### src/rtl/t07_fpu_fxp_mult_seq.sv
// Sequential shift-add multiplier for sign-magnitude fixed-point operands.
// One adder, WIDTH iterations, with a normalised, saturating, optionally rounded result.
//
// Ports:
//   clk, nrst        clock, asynchronous active-low reset
//   start            request, sampled only while idle
//   inA, inB         operand magnitudes (WIDTH bits, FRAC fractional bits)
//   signA, signB     operand signs
//   busy             operation in flight (RUN or DONE)
//   done             one-cycle pulse; result/sign/overflow valid from here
//   result           product magnitude, held until the next done
//   sign             product sign, held (never a negative zero)
//   overflow         magnitude saturated, held
module t07_fpu_fxp_mult_seq #(
    parameter int WIDTH = 32,
    parameter int FRAC  = 23,
    parameter int ROUND = 0
) (
    input  logic             clk,
    input  logic             nrst,
    input  logic             start,
    input  logic [WIDTH-1:0] inA,
    input  logic [WIDTH-1:0] inB,
    input  logic             signA,
    input  logic             signB,
    output logic             busy,
    output logic             done,
    output logic [WIDTH-1:0] result,
    output logic             sign,
    output logic             overflow
);

    localparam int CW = $clog2(WIDTH + 1);

    typedef enum logic [1:0] {
        S_IDLE,
        S_RUN,
        S_DONE
    } state_t;

    state_t             r_state;
    state_t             w_state_nxt;

    logic [WIDTH-1:0]   r_a;
    logic [WIDTH-1:0]   r_b;
    logic [2*WIDTH-1:0] r_p;
    logic [CW-1:0]      r_cnt;
    logic               r_s;
    logic               r_done;
    logic [WIDTH-1:0]   r_result;
    logic               r_sign;
    logic               r_ovf;

    logic               w_zero_op;
    logic [WIDTH:0]     w_sum;
    logic               w_carry;
    logic [2*WIDTH-1:0] w_p_nxt;
    logic [CW-1:0]      w_cnt_inc;
    logic [WIDTH-1:0]   w_m;
    logic [WIDTH-FRAC-1:0] w_hi;
    logic               w_rbit;
    logic [WIDTH:0]     w_mr;
    logic               w_ovf;
    logic [WIDTH-1:0]   w_res;
    logic               w_sgn;

    // Iteration: add A into the upper half when B[0] is set, then
    // shift {carry, P} right by one.
    assign w_sum     = {1'b0, r_p[2*WIDTH-1:WIDTH]}
                     + (r_b[0] ? {1'b0, r_a} : '0);
    assign w_carry   = w_sum[WIDTH];
    assign w_p_nxt   = {w_carry, w_sum[WIDTH-1:0], r_p[WIDTH-1:1]};
    assign w_cnt_inc = r_cnt + 1'b1;
    assign w_zero_op = (inA == '0) || (inB == '0);

    // Normalisation: drop FRAC low bits; anything above the window overflows.
    assign w_m  = r_p[FRAC+WIDTH-1:FRAC];
    assign w_hi = r_p[2*WIDTH-1:FRAC+WIDTH];

    generate
        if (ROUND != 0 && FRAC > 0) begin : g_round
            assign w_rbit = r_p[FRAC-1];
        end else begin : g_trunc
            assign w_rbit = 1'b0;
        end
    endgenerate

    assign w_mr  = {1'b0, w_m} + {{WIDTH{1'b0}}, w_rbit};
    assign w_ovf = (|w_hi) | w_mr[WIDTH];
    assign w_res = w_ovf ? '1 : w_mr[WIDTH-1:0];
    // A zero magnitude always reports a positive sign.
    assign w_sgn = r_s & (|w_res);

    always_ff @(posedge clk or negedge nrst) begin
        if (!nrst) begin
            r_state <= S_IDLE;
        end else begin
            r_state <= w_state_nxt;
        end
    end

    always_comb begin
        w_state_nxt = r_state;
        unique case (r_state)
            S_IDLE: begin
                if (start) begin
                    w_state_nxt = w_zero_op ? S_DONE : S_RUN;
                end
            end
            S_RUN: begin
                if (w_cnt_inc == CW'(WIDTH)) begin
                    w_state_nxt = S_DONE;
                end
            end
            S_DONE: begin
                w_state_nxt = S_IDLE;
            end
            default: begin
                w_state_nxt = S_IDLE;
            end
        endcase
    end

    always_ff @(posedge clk or negedge nrst) begin
        if (!nrst) begin
            r_a      <= '0;
            r_b      <= '0;
            r_p      <= '0;
            r_cnt    <= '0;
            r_s      <= 1'b0;
            r_done   <= 1'b0;
            r_result <= '0;
            r_sign   <= 1'b0;
            r_ovf    <= 1'b0;
        end else begin
            r_done <= (r_state == S_DONE);
            if (r_state == S_IDLE && start) begin
                r_a   <= inA;
                r_b   <= inB;
                r_s   <= signA ^ signB;
                r_p   <= '0;
                r_cnt <= '0;
            end
            if (r_state == S_RUN) begin
                r_p   <= w_p_nxt;
                r_b   <= r_b >> 1;
                r_cnt <= w_cnt_inc;
            end
            if (r_state == S_DONE) begin
                r_result <= w_res;
                r_sign   <= w_sgn;
                r_ovf    <= w_ovf;
            end
        end
    end

    assign busy     = (r_state != S_IDLE);
    assign done     = r_done;
    assign result   = r_result;
    assign sign     = r_sign;
    assign overflow = r_ovf;

endmodule

### config.mk
export PLATFORM = sky130hd
export DESIGN_NAME = t07_fpu_fxp_mult_seq
export DESIGN_NICKNAME = d
export VERILOG_FILES = /design/src/rtl/t07_fpu_fxp_mult_seq.sv
export SDC_FILE = /design/constraint.sdc
export NUM_CORES = 1
export LEC_CHECK = 0
export CAP_MARGIN = 20
export CORE_ASPECT_RATIO = 1.5
export CORE_MARGIN = 4
export CORE_UTILIZATION = 55
export CTS_CLUSTER_DIAMETER = 150
export DETAILED_ROUTE_END_ITERATION = 7
export DONT_BUFFER_PORTS = 1
export PLACE_DENSITY = 0.78
export SETUP_SLACK_MARGIN = 0.5
export SLEW_MARGIN = 10
export SYNTH_ARGS = -nofsm -noshare
export SYNTH_HDL_FRONTEND = slang
export SYNTH_SLANG_ARGS = --single-unit
### constraint.sdc
create_clock -name clk -period 3.8 [get_ports clk]
set_input_delay 0.19 -clock clk [delete_from_list [all_inputs] [get_ports clk]]
set_output_delay 0.19 -clock clk [all_outputs]
set_load 0.03 [all_outputs]
==> metrics.cfg <==
[logic_synthesis]
synth-compound-area-share_pct = 17.4
synthAdderAreaFrac_pct = 5.44
syn_area_per_cell_sq_um = 9.67
ys_types = 58
yosys.area_share.simple_pct = 15.6
yosys-mux-area-fraction_pct = 8.57
syn_area_sq_mm = 0.00796
synthFlopType = dfrtp_1
seq_area_frac_synth_pct = 46.8
yosys_warnings = 0
synth_nets = 926
syn_inst = 823
synth_top_family_by_area = compound AO/OA/AOI/OAI gates
ys_ff_latch = 149
synth-edff-count = 0
synthXorXnorAreaFrac_pct = 3.30
async_flop_share_pct = 100

[setup_path]
rr_startpoint = r_b[0]$_DFFE_PN0P_
end_kind = register
cp_max_fo = 9
critPathTopFamily = compound AO/OA/AOI/OAI gates
cp.required_ns = 4.07
cp_slowest_cell = dfrtp_2
slowest_delay_ns = 0.42
reg2reg_setup_slack_ns = 0.72
crit_chain = and2_1, ha_1, inv_1, fa_1, and2b_1, o211ai_1, a31oi_1, a21oi_2, o31a_1, o21ai_4, a31oi_1, xor2_1, o21ai_1
timing.rr.end = r_p[61]$_DFFE_PN0P_
critPathBufInv = 1
worstPathArrival_ns = 3.35
startpoint_type = register
worst_path_most_repeated_cell = a31oi_1
criticalPathCategory = register to register
worstRegToRegCells = 13

[clock_network]
cts_tree = done
cts_max_path_buffers = 2
clk_latency_ns = 0.41
numCtsBuffers = 17
htree_levels = 4
ctsHoldBuffers = 55
clock-sinks = 149
post-cts-setup-buffer-count = 0
path_clk_slew_ns = 0.06
cts_root_buf = clkbuf_16

[cells_and_area]
drive_above_1_share_pct = 9.98
fillCellCount = 1131
area_delta_synth_final_pct = 16.3
diodes = 0
fin_util_pct = 65.6
nNetsFinal = 964

[detailed_routing]
routed_wl_mm = 20.0
antenna_violating_nets_post_route = 0
vias_per_cell = 5.93
vias = 6310
drt_pass1_iterations = 5
drc = 0
wl_per_cell_um = 18.8
drt_iter0_drc = 313

[sta]
hold_slack_ns = -0.529
finalCriticalPeriod_ns = 3.08
slew_violations = 0
finalClockSkew_ns = 0.00981
hold_viol = 149
rsz0062_at_grt = false
worst_slew_pin_slew_ns = 0.871
worst_slack_ns = 0.715
max_freq_ghz = 0.324
max_slew_margin_pct = 41.8
fin_tns_setup_ns = 0
post-route-period-util_pct = 81.2
setup_viol = 0

[floorplanning]
rows = 53
core_area_sq_mm = 0.0141
io_pins = 105
die-area_sq_mm = 0.0165
fp.dieW_um = 106
start_util_pct = 56.4
dieHeight_um = 155

[job]
maxCapViolCount = 0

[run_status]
status = finished with violations
violations = hold timing

[power_and_ir_drop]
irDropWorstVdd_uv = 392
p_leak_uw = 0.00392
p_per_area_mw_per_mm2 = 744
power.total_uw = 6890

[place]
portBuffers = 0
dpl.hpwl_mm = 14.0
gp_congestion = 0.915
pre_cts_ws_ns = 0.729

[grt]
grt_max_degree = 150
gr-usage-all-layers_pct = 24.9
antenna_found_initial = 0
grt_pass1_wl_mm = 32.7
grt.overflow.total = 0
grt_pass1_vias = 6598

[min_path]
worst_hold_path_type = primary input to async pin

==> report_power, final <==
group	internal [uW]	switching, uW	leakage (uW)
registers	2140	640	0.00175
clock network	1060	629	0.000285
logic	1070	1360	0.00188
total	4260	2630	0.00392
==> cells by family after synthesis <==
logic type / count (synthesis)
AOI/OAI and AO/OA: 224
xor gates and xnor gates: 30
adders and majority gates: 34
buffers and inverters: 58
DFF: 149
muxes: 64
and+or+nand+nor: 264
==> cells in the mapped netlist, drive strengths merged (18+ instances only) <==
cell	number	area share, %
nor2	78	3.7
clkbuf	35	1.7
and2	35	2.8
nand2	84	4.0
mux2	33	4.7
o21ai	79	5.1
mux2i	31	3.9
a21oi	67	4.3
ha	33	5.2
a21o	18	1.7
dfrtp	149	47
nor4	24	1.9
==> worst max path at each step <==
| stage | start | slack (ns) | endpoint | cells past startpoint |
|---|---|---|---|---|
| 2_1_floorplan | r_b[0]$_DFFE_PN0P_ | 0.97 | r_p[57]$_DFFE_PN0P_ | 12 |
| 3_3_place_gp | r_b[0]$_DFFE_PN0P_ | 0.76 | r_p[57]$_DFFE_PN0P_ | 13 |
| 3_5_place_dp | r_b[0]$_DFFE_PN0P_ | 0.73 | r_p[57]$_DFFE_PN0P_ | 13 |
| 4_1_cts | r_b[0]$_DFFE_PN0P_ | 0.67 | r_p[57]$_DFFE_PN0P_ | 13 |
| 5_1_grt | r_b[0]$_DFFE_PN0P_ | 0.51 | r_p[57]$_DFFE_PN0P_ | 13 |
| 6_report | r_b[0]$_DFFE_PN0P_ | 0.72 | r_p[61]$_DFFE_PN0P_ | 13 |
==> stage by stage <==
stage	area, sq um	std cells
after floorplan	7960	823
after global placement	8120	979
after detailed placement	8120	979
after CTS	9260	1064
after global routing	9260	1064
final	9260	1064
==> what timing repair did <==
item / in CTS / in global routing
hold endpoints to repair: 203 / 149
setup endpoints to repair: 0 / 2
gates resized for setup: 0 / 1
==> layout by cell type, fill, tap and decap left out, types with 9 or more instances in the layout <==
cell,synthesis,final
clkbuf_16,0,17
mux2_2,33,33
and2_1,35,35
xnor2_1,13,13
nand2_1,83,83
mux2i_1,31,31
a21oi_1,65,65
o21ai_0,71,71
dfrtp_1,149,148
xor2_1,17,17
buf_4,1,9
a21o_1,18,18
nor2_1,77,76
inv_1,13,13
dlygate4sd3_1,0,55
nand3_1,11,11
nand4_1,10,10
nor4_1,24,24
ha_1,33,33
a22o_1,14,14
==> final cells by class <==
| cell class | instances | area, sq um | share of cell area [%] |
|---|---|---|---|
| inverter | 13 | 48.8 | 0.527 |
| sequential | 149 | 3730 | 40.3 |
| clock buffer | 21 | 460 | 4.97 |
| multi-input combinational | 616 | 4040 | 43.6 |
| timing repair buffer | 64 | 618 | 6.67 |
| tap | 192 | 240 | 2.59 |
| clock inverter | 9 | 129 | 1.39 |
==> worst reg2reg max path, cell delays in order (launching register included) <==
cell and delay (ns):
dfrtp_2 0.42, and2_1 0.15, ha_1 0.16, inv_1 0.06
fa_1 0.39, and2b_1 0.23, o211ai_1 0.11, a31oi_1 0.28
a21oi_2 0.13, o31a_1 0.36, o21ai_4 0.23, a31oi_1 0.14
xor2_1 0.20, o21ai_1 0.08
==> registers in the layout (all words and copies together) (netlist names) <==
signal / cells
done: 1
overflow: 1
r_a: 32
r_b: 32
r_cnt: 6
r_p: 41
r_s: 1
r_state: 2
result: 32
sign: 1
==> per-layer routing <==
layer  GRT usage [%]  share of wire [%]  vias to the layer above
li1                -                  -                     3002
met4            9.01                2.4                        0
met3            5.27                4.9                       34
met5               0                  0                        -
met2            44.1                 53                      165
met1            29.7                 40                     3109
No activity file was read; power rests on OpenSTA's default activity.
